## config.mk

```make
export PLATFORM = sky130hd
export DESIGN_NAME = alu_arbiter
export DESIGN_NICKNAME = d
export VERILOG_FILES = /design/src/rtl/alu_arbiter.sv
export SDC_FILE = /design/constraint.sdc
export NUM_CORES = 1
export LEC_CHECK = 0
export CAP_MARGIN = 0
export CORE_ASPECT_RATIO = 2
export CORE_MARGIN = 1
export CORE_UTILIZATION = 38
export CTS_BUF_LIST = sky130_fd_sc_hd__clkbuf_4
export DETAILED_ROUTE_END_ITERATION = 6
export PLACE_DENSITY_LB_ADDON = 0.12
export SLEW_MARGIN = 20
export SYNTH_ARGS = -nofsm -noshare
export SYNTH_HDL_FRONTEND = slang
export SYNTH_SLANG_ARGS = --single-unit
export TNS_END_PERCENT = 5
```

## constraint.sdc

```tcl
create_clock -name clk -period 1.9 [get_ports clk]
set_input_delay 0.38 -clock clk [delete_from_list [all_inputs] [get_ports clk]]
set_output_delay 0.38 -clock clk [all_outputs]
set_load 0.005 [all_outputs]
```

## src/rtl/alu_arbiter.sv

```systemverilog
// Round-robin arbiter sharing one external combinational ALU between two requesters.
// Grants in IDLE, drives registered operands in EXEC, and holds the response in RESP until it is consumed.
module alu_arbiter #(
  parameter int unsigned WIDTH = 32,
  parameter int unsigned OP_W  = 4
) (
  input  logic             clk,
  input  logic             rst,
  input  logic [1:0]       req_valid,
  output logic [1:0]       req_ready,
  input  logic [OP_W-1:0]  req0_op,
  input  logic [OP_W-1:0]  req1_op,
  input  logic [WIDTH-1:0] req0_a,
  input  logic [WIDTH-1:0] req1_a,
  input  logic [WIDTH-1:0] req0_b,
  input  logic [WIDTH-1:0] req1_b,
  output logic [1:0]       rsp_valid,
  input  logic [1:0]       rsp_ready,
  output logic [WIDTH-1:0] rsp_result,
  output logic             rsp_zero,
  output logic             rsp_err,
  output logic [OP_W-1:0]  alu_op,
  output logic [WIDTH-1:0] alu_a,
  output logic [WIDTH-1:0] alu_b,
  input  logic [WIDTH-1:0] alu_result,
  input  logic             alu_zero,
  output logic             busy
);

  typedef enum logic [1:0] {IDLE, EXEC, RESP} state_t;

  state_t           state_q, state_d;
  logic             prio_q, prio_d;
  logic             owner_q, owner_d;
  logic             err_q, err_d;
  logic [OP_W-1:0]  alu_op_q, alu_op_d;
  logic [WIDTH-1:0] alu_a_q, alu_a_d;
  logic [WIDTH-1:0] alu_b_q, alu_b_d;
  logic [WIDTH-1:0] rsp_result_q, rsp_result_d;
  logic             rsp_zero_q, rsp_zero_d;
  logic             rsp_err_q, rsp_err_d;

  logic             gnt_idx;
  logic [1:0]       grant;
  logic [OP_W-1:0]  win_op;
  logic [WIDTH-1:0] win_a;
  logic [WIDTH-1:0] win_b;
  logic             win_unsupported;

  // Contention goes to prio; a lone requester wins whatever prio says.
  always_comb begin
    grant   = '0;
    gnt_idx = (&req_valid) ? prio_q : req_valid[1];
    if (state_q == IDLE && !rst && (|req_valid)) begin
      grant = gnt_idx ? 2'b10 : 2'b01;
    end
  end

  always_comb begin
    win_op = gnt_idx ? req1_op : req0_op;
    win_a  = gnt_idx ? req1_a  : req0_a;
    win_b  = gnt_idx ? req1_b  : req0_b;
    win_unsupported = !((win_op == OP_W'(4'b0000)) || (win_op == OP_W'(4'b0001)) ||
                        (win_op == OP_W'(4'b0010)) || (win_op == OP_W'(4'b0110)));
  end

  always_comb begin
    state_d      = state_q;
    prio_d       = prio_q;
    owner_d      = owner_q;
    err_d        = err_q;
    alu_op_d     = alu_op_q;
    alu_a_d      = alu_a_q;
    alu_b_d      = alu_b_q;
    rsp_result_d = rsp_result_q;
    rsp_zero_d   = rsp_zero_q;
    rsp_err_d    = rsp_err_q;
    unique case (state_q)
      IDLE: begin
        if (|grant) begin
          alu_op_d = win_op;
          alu_a_d  = win_a;
          alu_b_d  = win_b;
          owner_d  = gnt_idx;
          err_d    = win_unsupported;
          prio_d   = ~gnt_idx;
          state_d  = EXEC;
        end
      end
      EXEC: begin
        rsp_result_d = alu_result;
        rsp_zero_d   = alu_zero;
        rsp_err_d    = err_q;
        state_d      = RESP;
      end
      RESP: begin
        if (rsp_ready[owner_q]) begin
          state_d = IDLE;
        end
      end
      default: state_d = IDLE;
    endcase
  end

  always_ff @(posedge clk) begin
    if (rst) begin
      state_q      <= IDLE;
      prio_q       <= 1'b0;
      owner_q      <= 1'b0;
      err_q        <= 1'b0;
      alu_op_q     <= '0;
      alu_a_q      <= '0;
      alu_b_q      <= '0;
      rsp_result_q <= '0;
      rsp_zero_q   <= 1'b0;
      rsp_err_q    <= 1'b0;
    end else begin
      state_q      <= state_d;
      prio_q       <= prio_d;
      owner_q      <= owner_d;
      err_q        <= err_d;
      alu_op_q     <= alu_op_d;
      alu_a_q      <= alu_a_d;
      alu_b_q      <= alu_b_d;
      rsp_result_q <= rsp_result_d;
      rsp_zero_q   <= rsp_zero_d;
      rsp_err_q    <= rsp_err_d;
    end
  end

  always_comb begin
    req_ready  = grant;
    rsp_valid  = (state_q == RESP && !rst) ? (owner_q ? 2'b10 : 2'b01) : 2'b00;
    rsp_result = rsp_result_q;
    rsp_zero   = rsp_zero_q;
    rsp_err    = rsp_err_q;
    alu_op     = alu_op_q;
    alu_a      = alu_a_q;
    alu_b      = alu_b_q;
    busy       = (state_q != IDLE);
  end

endmodule
```

==> out/qor.txt <==
Mapped Nets: 735
Initial antenna violation count: 1
Compound-Gate Fraction of Synth Area: 0.2292
Commonest non-fill, non-tap cells in the layout: 275 x clkdlybuf4s50_1, 204 x nand2_1, 105 x dfxtp_1
Synth Cell Area: 4623 µm²
CTS HTree Levels: 3
Initial Utilization: 0.3928
Final worst setup slack: -79.00 ps
Vias in the first global route: 4934
Library cells used by synthesis: 25
Worst hold slack: 161.2 ps
Max-Cap Viols: 0
Final-report hold violation count: 0
Status: complete, but fails checks
Initial drt markers: 177
Achievable Freq: 505.3 MHz
Seq/Total Area, Yosys: 0.4633
Max FO, Critical Path: 4
Core area: 11770 µm²
Final setup violation count: 5
Dpl ws: -340.3 ps
Root buffer cell: clkbuf_4
RSZ-0062 raised after global routing: true
Fin util: 0.6544
Worst-Skew Late Latency: 470 ps
Yosys reg bits: 107
Violated checks: setup timing
Clock skew: 31.02 ps
Die width: 80.00 µm
Startpoint Class: register
Global-route usage over all layers: 0.2465
Critical path cell sequence: or2_4, nor3_4, buf_6, and2_4, buf_6
First-pass GRT wire length: 24020 µm
TritonCTS Buffers: 9
Hold path startpoint: rst
Worst slew margin: 0.5018
WHS Path Cells: 2
Ratio of cells with drive above 1 in the final layout: 0.1112
I/O pin total: 282
Vias per cell: 5.062
Largest family of logic cells by synthesized area: simple AND/OR/NAND/NOR gates
Crit path largest cell delay: 350 ps
Finished Layout Cells: 973
Largest net degree at the start of global routing: 56
CTS sink cnt: 107
Worst Path Buf+Inv: 2
Hold Path End: alu_b[27]
Crit. End Element: output pin
Port Buffer Count: 281
CTS tree: built
Post-DP HPWL: 11740 µm
DR DRC count: 0
Xor and xnor fraction of the mapped netlist area: 0
Placer congestion estimate: 0.8309
Warnings, synthesis: 0
Worst reg-to-reg path cell count: 6
Adder-cell share of the synthesized area: 0
Mux cell area share after synthesis: 0.008931
Die ar.: 12640 µm²
CP max-delay cell: dfxtp_2
Arr. time, crit path: 1600 ps
Via count: 4925
Post-route minimum period: 1979 ps
PwrDens: 692.0 nW/µm²
Antenna viol nets, final: 0
Worst min path class: input port to register
R2R Setup Slk: -20 ps
Fill count: 1006
DRT Pass-1 Iters: 5
Commonest non-fill, non-tap cell in the layout: clkdlybuf4s50_1
CP Class: register to output pin
CP top delay family: simple AND/OR/NAND/NOR gates
Capture point of the worst reg-to-reg path: alu_b[31]
Final WL: 15620 µm
Pwr Total: 5331 µW
Post-DR wirelength/cell: 16.05 µm
Most frequent CP cell: buf_6
Placed cells: 954
Clock Pin Slew Worst Setup and Hold Paths: 150 ps
Num rows: 56
Leakage Power: 0.002830 µW
Avg Cell Area, Syn: 8.256 µm²
Peak supply drop: 0.3743 mV
Critical Path RT: 1520 ps
DIE HEIGHT: 158.0 µm
Area grow syn2layout: 66.63%
Hold Buf Count CTS: 0
Final Max Slew Viols: 0
GRT overflow: 0
Worst-Margin Slew: 747.3 ps
Post-Syn Instances: 560
Final Net Count: 997
Post-Synth Simple-Gate Area: 0.2436
Fin crit share: 1.042
Worst r2r src: state_q[1]
Worst-case clock buffer depth: 2
## sequential cells by signal, summed over array words and instances (netlist names)
register,flops
alu_a,32
alu_b,32
rsp_result,32
alu_op,4
state_q,2
err_q,1
owner_q,1
prio_q,1
rsp_err,1
rsp_zero,1
## layout make-up
class / count / area [µm²] / share of cell area
clock inverters: 6 / 57.56 / 0.007471
repair buffers: 301 / 2974 / 0.3861
inverters: 1 / 3.754 / 0.0004873
diodes: 1 / 2.502 / 0.0003248
clock buffers: 10 / 75.07 / 0.009745
flip-flops and latches: 107 / 2145 / 0.2784
well taps: 145 / 181.4 / 0.02355
multi-input cells: 402 / 2265 / 0.2940
## layer usage
metal	global-route usage	part of all wire
met3	0.05764	0.068
met4	0.09949	0.033
met5	0	0
met1	0.2448	0.36
met2	0.4754	0.54
## power breakdown
group,switching [µW],leakage (µW),internal [µW]
Clock,797,0.0000750,316
Sequential,110,0.000882,2460
Combinational,701,0.00187,948
Total,1610,0.00283,3720
## repair_timing
| item | 4_1_cts | 5_1_grt |
|---|---|---|
| gates resized for setup | 11 | 9 |
| setup endpoints to repair | 5 | 53 |
| pin swaps | 2 | 3 |
| buffers inserted | 1 | 1 |
## cell families after synthesis
logic type,count (synthesis)
flip-flops,107
buffers and inverters,51
multiplexers,4
AO/OA/AOI/OAI,109
AND/OR/NAND/NOR,289
## per-stage QoR
step | cell area (µm²) | setup TNS (ps)
after floorplan | 4623 | 0
after global placement | 7553 | -12830
after detailed placement | 7553 | -16260
after CTS | 7692 | -889.8
after global routing | 7704 | -3723
final | 7704 | -138.4
## how the worst max path moves through the flow
stage	from	endpoint	depth (start not counted)
after floorplan	rst	req_ready[0]	5
after global placement	req_valid[1]	req_ready[1]	5
after detailed placement	req_valid[1]	req_ready[1]	5
after CTS	state_q[0]	req_ready[1]	5
after global routing	state_q[1]	req_ready[1]	5
final	state_q[1]	req_ready[1]	5
## synth_stat cells (all sizes together)
cell type	n	area (µm²)
o21a	1	7.510
mux2i	3	30.03
nand2	204	765.7
inv	1	3.750
o21ai	1	5.000
a21oi	36	180.2
a311oi	67	837.1
and2	2	12.51
clkbuf	31	116.4
nor4b	1	8.760
a211oi	4	30.03
nand3b	1	7.510
nor2b	3	18.77
buf	19	133.9
nand2b	1	6.260
or2	1	8.760
dfxtp	107	2142
nor2	74	277.8
mux2	1	11.26
nor4bb	1	10.01
nor3	1	10.01
(Power assumes the default switching activity.)
